<file path="config.mk">
export PLATFORM = sky130hd
export DESIGN_NAME = synapse_array_flat
export DESIGN_NICKNAME = d
export VERILOG_FILES = /design/src/rtl/neuron_pkg.sv /design/src/rtl/synapse_array_if.sv /design/src/rtl/synapse_channel.sv /design/src/rtl/synapse_array.sv /design/src/flat_wrapper.sv
export SDC_FILE = /design/constraint.sdc
export NUM_CORES = 1
export LEC_CHECK = 0
export BUFFER_PORTS_ARGS = -buffer_cell sky130_fd_sc_hd__buf_4
export CAP_MARGIN = 20
export CORE_MARGIN = 2
export CORE_UTILIZATION = 40
export DETAILED_ROUTE_END_ITERATION = 12
export PLACE_DENSITY_LB_ADDON = 0.08
export RECOVER_POWER = 25
export SLEW_MARGIN = 20
export SYNTH_ARGS = -nofsm -noshare
export SYNTH_HDL_FRONTEND = slang
export SYNTH_SLANG_ARGS = --single-unit
</file>
<file path="constraint.sdc">
create_clock -name clk -period 6.65 [get_ports clk]
set_clock_uncertainty 0.05 [all_clocks]
set_input_delay 0.9975 -clock clk [delete_from_list [all_inputs] [get_ports clk]]
set_output_delay 0.9975 -clock clk [all_outputs]
set_load 0.01 [all_outputs]
</file>
<file path="src/rtl/neuron_pkg.sv">
// Shared types and helpers for the spiking synapse/neuron blocks.
package neuron_pkg;

  localparam int unsigned WEIGHT_W = 8;
  localparam int unsigned SAT_W    = 32;

  typedef logic [WEIGHT_W-1:0] weight_t;

  localparam logic MODE_WINDOW = 1'b0;
  localparam logic MODE_IAF    = 1'b1;

  // Add a zero-extended weight to an accumulator, clamping at 2^acc_w-1.
  function automatic logic [SAT_W-1:0] sat_add(input logic [SAT_W-1:0] acc,
                                                input weight_t           w,
                                                input int unsigned       acc_w);
    logic [SAT_W:0] sum;
    logic [SAT_W:0] lim;
    sum = {1'b0, acc} + 33'(w);
    lim = (33'(1) << acc_w) - 33'(1);
    return (sum > lim) ? lim[SAT_W-1:0] : sum[SAT_W-1:0];
  endfunction

endpackage

</file>
<file path="src/rtl/synapse_array_if.sv">
// Control, weight-write and spike bus of the synapse array.
interface synapse_array_if #(
  parameter int unsigned N_CH   = 8,
  parameter int unsigned ACC_W  = 16,
  parameter int unsigned ADDR_W = 3
);
  import neuron_pkg::*;

  logic              en;
  logic              mode;
  logic [N_CH-1:0]   pre_spike;
  logic [ACC_W-1:0]  threshold;
  logic              wt_wr_en;
  logic [ADDR_W-1:0] wt_wr_addr;
  weight_t           wt_wr_data;
  logic [N_CH-1:0]   weighted_spike;
  logic              window_done;

  modport master (
    output en, mode, pre_spike, threshold, wt_wr_en, wt_wr_addr, wt_wr_data,
    input  weighted_spike, window_done
  );

  modport slave (
    input  en, mode, pre_spike, threshold, wt_wr_en, wt_wr_addr, wt_wr_data,
    output weighted_spike, window_done
  );
endinterface

</file>
<file path="src/rtl/synapse_channel.sv">
// One synapse: weight register, saturating accumulator, threshold compare and output flop.
module synapse_channel
  import neuron_pkg::*;
#(
  parameter int unsigned ACC_W = 16
) (
  input  logic             clk,
  input  logic             rst_n,
  input  logic             en,
  input  logic             mode,
  input  logic             mode_chg,
  input  logic             last,
  input  logic             spike,
  input  logic [ACC_W-1:0] threshold,
  input  logic             wr_en,
  input  weight_t          wr_data,
  output logic             weighted_spike
);

  weight_t          weight_q;
  logic [ACC_W-1:0] acc_q;
  logic [ACC_W-1:0] acc_d;
  logic [ACC_W-1:0] sum_c;
  logic             spike_d;

  // The spike always sees the weight held before any same-cycle write.
  assign sum_c = ACC_W'(sat_add(32'(acc_q), spike ? weight_q : weight_t'(0), ACC_W));

  // Next accumulator and output spike for both modes.
  always_comb begin
    acc_d   = acc_q;
    spike_d = 1'b0;
    if (mode_chg) begin
      acc_d = '0;
    end else if (en) begin
      if (mode == MODE_WINDOW) begin
        if (last) begin
          spike_d = (sum_c > threshold);
          acc_d   = '0;
        end else begin
          acc_d = sum_c;
        end
      end else if (sum_c > threshold) begin
        spike_d = 1'b1;
        acc_d   = sum_c - threshold;
      end else begin
        acc_d = sum_c;
      end
    end
  end

  always_ff @(posedge clk or negedge rst_n) begin
    if (!rst_n) begin
      weight_q       <= '0;
      acc_q          <= '0;
      weighted_spike <= 1'b0;
    end else begin
      if (wr_en) weight_q <= wr_data;
      acc_q          <= acc_d;
      weighted_spike <= spike_d;
    end
  end

endmodule

</file>
<file path="src/rtl/synapse_array.sv">
// N-channel synapse array with shared window counter, threshold and weight write port.
module synapse_array #(
  parameter int unsigned N_CH   = 8,
  parameter int unsigned WINDOW = 16,
  parameter int unsigned ACC_W  = 16,
  parameter int unsigned ADDR_W = (N_CH > 1) ? $clog2(N_CH) : 1
) (
  input  logic           clk,
  input  logic           rst_n,
  synapse_array_if.slave bus
);

  localparam int unsigned CNT_W = $clog2(WINDOW);

  logic [CNT_W-1:0] cnt_q;
  logic             mode_q;
  logic             done_q;
  logic             mode_chg_c;
  logic             last_c;
  logic [N_CH-1:0]  spike_vec;

  assign mode_chg_c = (bus.mode != mode_q);
  assign last_c     = (cnt_q == CNT_W'(WINDOW - 1));

  // Shared window counter; a mode change restarts the window.
  always_ff @(posedge clk or negedge rst_n) begin
    if (!rst_n) begin
      cnt_q  <= '0;
      mode_q <= 1'b0;
      done_q <= 1'b0;
    end else begin
      mode_q <= bus.mode;
      done_q <= bus.en & last_c & ~mode_chg_c;
      if (mode_chg_c) begin
        cnt_q <= '0;
      end else if (bus.en) begin
        cnt_q <= last_c ? '0 : cnt_q + CNT_W'(1);
      end
    end
  end

  for (genvar i = 0; i < int'(N_CH); i++) begin : g_ch
    synapse_channel #(
      .ACC_W (ACC_W)
    ) u_ch (
      .clk            (clk),
      .rst_n          (rst_n),
      .en             (bus.en),
      .mode           (bus.mode),
      .mode_chg       (mode_chg_c),
      .last           (last_c),
      .spike          (bus.pre_spike[i]),
      .threshold      (bus.threshold),
      .wr_en          (bus.wt_wr_en && (bus.wt_wr_addr == ADDR_W'(i))),
      .wr_data        (bus.wt_wr_data),
      .weighted_spike (spike_vec[i])
    );
  end

  assign bus.weighted_spike = spike_vec;
  assign bus.window_done    = done_q;

endmodule

</file>
<file path="src/flat_wrapper.sv">
// flat-port wrapper written by rule: the top's interface ports become plain ports
module synapse_array_flat 
#(
  parameter int unsigned N_CH   = 8,
  parameter int unsigned WINDOW = 16,
  parameter int unsigned ACC_W  = 16,
  parameter int unsigned ADDR_W = (N_CH > 1) ? $clog2(N_CH) : 1
)
  (clk, rst_n, bus_en, bus_mode, bus_pre_spike, bus_threshold, bus_wt_wr_en, bus_wt_wr_addr, bus_wt_wr_data, bus_weighted_spike, bus_window_done);
  synapse_array_if #(.N_CH(N_CH), .ACC_W(ACC_W), .ADDR_W(ADDR_W)) bus_i ();
  input  logic clk;
  input  logic rst_n;
  input wire logic [$bits(bus_i.en)-1:0] bus_en;
  input wire logic [$bits(bus_i.mode)-1:0] bus_mode;
  input wire logic [$bits(bus_i.pre_spike)-1:0] bus_pre_spike;
  input wire logic [$bits(bus_i.threshold)-1:0] bus_threshold;
  input wire logic [$bits(bus_i.wt_wr_en)-1:0] bus_wt_wr_en;
  input wire logic [$bits(bus_i.wt_wr_addr)-1:0] bus_wt_wr_addr;
  input wire logic [$bits(bus_i.wt_wr_data)-1:0] bus_wt_wr_data;
  output wire logic [$bits(bus_i.weighted_spike)-1:0] bus_weighted_spike;
  output wire logic [$bits(bus_i.window_done)-1:0] bus_window_done;
  assign bus_i.en = bus_en;
  assign bus_i.mode = bus_mode;
  assign bus_i.pre_spike = bus_pre_spike;
  assign bus_i.threshold = bus_threshold;
  assign bus_i.wt_wr_en = bus_wt_wr_en;
  assign bus_i.wt_wr_addr = bus_wt_wr_addr;
  assign bus_i.wt_wr_data = bus_wt_wr_data;
  assign bus_weighted_spike = bus_i.weighted_spike;
  assign bus_window_done = bus_i.window_done;
  synapse_array #(.N_CH(N_CH), .WINDOW(WINDOW), .ACC_W(ACC_W), .ADDR_W(ADDR_W)) u_core (.clk(clk), .rst_n(rst_n), .bus(bus_i));
endmodule
</file>
==> results by group <==
Outcome
  • Outcome: finished with violations
  • Violated checks: max-capacitance violations, max-slew violations

Min path
  • Hold Path Depth: 2
  • Worst Hold Launch: u_core.g_ch[0].u_ch.acc_q[2]$_DFFE_PN0P_
  • WHS Endpoint: u_core.g_ch[0].u_ch.acc_q[2]$_DFFE_PN0P_
  • HP Class: reg -> reg

Worst setup path
  • Worst Reg-to-Reg Cells: 21
  • CP Class: in -> reg
  • Reg2reg setup slack: 1.04 ns
  • Worst-path maximum fanout: 12
  • Slowest cell on crit path: o21ai_1
  • FF-to-FF End: u_core.g_ch[5].u_ch.acc_q[8]$_DFFE_PN0P_
  • Worst path bufs/invs: 2
  • Crit path from: bus_pre_spike[5]
  • RR Startpoint: u_core.g_ch[5].u_ch.weight_q[0]$_DFFE_PN0P_
  • Crit path largest cell delay: 0.77 ns
  • Worst setup SP type: primary input
  • Arrival @ worst endpoint: 6.24 ns
  • Critical Path, Cell by Cell: buf_4 > and2_1 > ha_1 > inv_1 > fa_1 > nor2b_1 > o21ai_1 > a21oi_1 > or4_1 > o21ai_2 > or4b_1 > o21ai_0 > ha_1 > nor2b_1 > o21ai_1 > a21boi_1 > o41ai_1 > a21oi_1 > o31a_1 > o21ai_1 > a21oi_1 > o221ai_1
  • Data required, critical path: 7.07 ns
  • Crit end category: flip-flop
  • Largest delay share family, worst path: compound AO/OA/AOI/OAI gates

Die
  • Row count: 79
  • Starting density of the core: 40.5%
  • Die area: 48800 um2
  • Core ar.: approximately 46000 um2
  • Top Ports: 49
  • Die H: 221 um
  • Die extent in x: 221 um

Job
  • Maxcap violations: 2

STA
  • Final worst slack: around 0.83 ns
  • F_max: 172 MHz
  • RSZ-0062 raised after global routing: no
  • Final hold vios: 0
  • Slew headroom: -114%
  • Setup tns final: 0 ns
  • Worst-margin pin slew: 3.21 ns
  • Final hold slack: 0.426 ns
  • Final Max Slew Viols: around 210
  • Setup violators final: 0
  • Final min period: between 5 and 6 ns
  • Fin crit share: 87.5%

Pwr
  • Internal Power: 3.17 mW
  • Sequential share of power: 29.7%
  • Sw Share: between 30% and 40%
  • Psw: 1.78 mW
  • VDD IR max: 0.214 mV
  • Clk pwr share: 31.5%
  • Overall Power: 4.95 mW
  • Power per standard cell area: approximately 240 nW/um2
  • Leakage: 10.1 nW
  • Comb pwr share: 38.7%

Yosys
  • Post-synthesis sequential area ratio: 27.4%
  • Mux cell area share after synthesis: roughly 4.8%
  • Yosys warns: 0
  • Adder-cell share of the synthesized area: 14.5%
  • Post-synth net total: 2426
  • Seq cells post-synth: 206
  • Synth Area in XOR/XNOR: 7.54%
  • Synth Area in Compound Gates: a little under a quarter
  • Async SR Flop Fraction: 100%
  • Gate Count Post-Synth: ~2200
  • Syn Area/Cell: 8.64 um2
  • Post-synth EDFFs: 0
  • Synthesized area: approximately 19000 um2
  • Largest family of logic cells by synthesized area: compound AO/OA/AOI/OAI gates
  • Count of cell types in the netlist: just under 90
  • Primary FF master, synth: dfrtp_1
  • Post-Synth Simple-Gate Area: 19.1%

Final layout
  • # diodes: 0
  • Register area: 5150 um2
  • Fin cells: between 2000 and 3000
  • Filler instances: roughly 4700
  • Multi-input logic area: 13000 um2
  • Final net count: 2483
  • Layout cells sized above 1: roughly 10%
  • Most common cell after layout, fill and taps aside: nand2_1
  • Most frequent cells in the layout: 210 x nand2_1, 206 x dfrtp_1, 193 x ha_1
  • Area Growth Syn to Fin: 10.9%

GRT
  • Busiest grt layer: met2
  • Initial antenna violation count: 1
  • Global route overflow: 0
  • GR Layer Usage met3: about 3.1%
  • Grt met1 use: 32.5%
  • Met2 Track Usage GR: 41.0%
  • Largest net degree at the start of global routing: 154
  • Vias in the first global route: 16741
  • Tot GR Track Use: 24.5%
  • First-pass GRT wire length: 94.6 mm

Clock tree
  • Num CTS Buffers: 28
  • Clk slew on worst S/H paths: 0.06 ns
  • Clock sinks: 206
  • # Post-CTS Setup Buffers: 0
  • # resized after CTS: 0
  • Clk buf depth: 3
  • CTS root buf: clkbuf_16
  • Worst-Skew Late Latency: ~0.58 ns
  • Hold-fix buffers, CTS: 0
  • H-tree depth: 1
  • CTS tree: done

Placed design
  • GP Congestion: 0.877
  • Count of input and output buffers: 48
  • Post-place setup slack: 0.310 ns
  • # placed instances: 2811
  • Final HPWL DP: 41.8 mm

Route
  • Final wirelength: about 60 mm
  • Via density: 5.82
  • Residual DRC: 0
  • Drt initial violations: 1140
  • Vias: about 17000
  • Pre-antenna DRT Iters: 7
  • Post-route ant nets: 0
  • WL/cell: around 21 um
worst max path at each step:
stage               cells past startpoint                                   endpoint
floorplan                              22  u_core.g_ch[7].u_ch.acc_q[14]$_DFFE_PN0P_
global placement                       22   u_core.g_ch[5].u_ch.acc_q[8]$_DFFE_PN0P_
detailed placement                     22   u_core.g_ch[5].u_ch.acc_q[8]$_DFFE_PN0P_
CTS                                    22   u_core.g_ch[5].u_ch.acc_q[8]$_DFFE_PN0P_
global route                           22   u_core.g_ch[5].u_ch.acc_q[8]$_DFFE_PN0P_
finish                                 22   u_core.g_ch[5].u_ch.acc_q[8]$_DFFE_PN0P_
sequential cells by signal, indices dropped and copies added (netlist names):
register and flops:
u_core.g_ch.u_ch.acc_q 128, u_core.g_ch.u_ch.weight_q 64, u_core.g_ch.u_ch.weighted_spike 8, u_core.cnt_q 4
u_core.bus.window_done 1, u_core.mode_q 1
power by group through the flow:
stage | Sequential (mW) | Clock [mW] | Combinational, mW
floorplan | 1.46 | 0 | 1.46
global placement | 1.49 | 0 | 1.89
global route | 1.49 | 1.65 | 2.15
CTS | 1.47 | 1.60 | 1.92
finish | 1.47 | 1.56 | 1.92
detailed placement | 1.49 | 0 | 1.90
cells in the mapped netlist, types with 8 or more instances:
cell type    n  share of area [%]
a211oi_1     9               0.36
a21o_1      71                2.8
a21oi_1    139                3.7
a221o_1     48                2.6
a22o_1      10               0.47
a22oi_1     29                1.2
a31oi_1     14               0.47
and2_1      66                2.2
and3_1      26               0.86
buf_2       11               0.29
buf_4        9               0.36
clkbuf_1    27               0.54
dfrtp_1    206                 27
fa_1        16                1.7
ha_1       193                 13
inv_1      114                2.3
mux2_2      70                4.2
mux2i_1     11               0.59
nand2_1    210                4.2
nand2b_1    36                1.2
nand3_1     47                1.3
nand4_1     37                1.2
nor2_1     154                3.1
nor2b_1     55                1.8
nor3_1      37               0.98
nor4_1       8               0.27
o21a_1      35                1.4
o21ai_0    128                3.4
o21ai_1     11               0.29
o21bai_1    12               0.48
o221ai_1    15               0.70
o311ai_0    11               0.51
or3_1       12               0.40
xnor2_1     93                4.3
xor2_1      69                3.2
final cells by class:
| type | count | share of cell area (%) |
|---|---|---|
| Clock buffer | 39 | 3.80 |
| Timing Repair Buffer | 81 | 2.90 |
| Clock inverter | 11 | 0.720 |
| Sequential cell | 206 | 24.7 |
| Multi-Input combinational cell | 1803 | 62.2 |
| Tap cell | 607 | 3.64 |
| Inverter | 114 | 2.05 |
worst register-to-register path, cell delays in order (launching register included):
cell      delay (ns)
dfrtp_1         0.33
and2_1          0.12
ha_1            0.16
inv_1           0.05
fa_1            0.37
nor2b_1         0.16
o21ai_1         0.10
a21oi_1         0.16
or4_1           0.14
o21ai_2         0.11
or4b_1          0.74
o21ai_0         0.21
ha_1            0.33
nor2b_1         0.17
o21ai_1         0.17
a21boi_1        0.14
o41ai_1         0.33
a21oi_1         0.12
o31a_1          0.34
o21ai_1         0.77
a21oi_1         0.20
o221ai_1        0.24
per-stage QoR:
step	util, %	instance area (um2)
final	44.9	20900
after detailed placement	43.0	20000
after global placement	43.0	20000
after CTS	45.0	20900
after floorplan	-	18800
after global routing	44.9	20900
logic make-up after synthesis:
family | after synthesis
mux | 81
simple gates | 727
flops | 206
fa+ha+maj | 209
buf+inv | 168
xor+xnor | 162
compound gates | 624
metal layers:
| layer | vias to the layer above | routed length, um |
|---|---|---|
| met3 | 102 | 2620 |
| met4 | 2 | 2240 |
| met1 | 8075 | 27600 |
| met2 | 373 | 27800 |
| li1 | 8091 | - |
| met5 | - | 13 |
(Power assumes the default switching activity.)
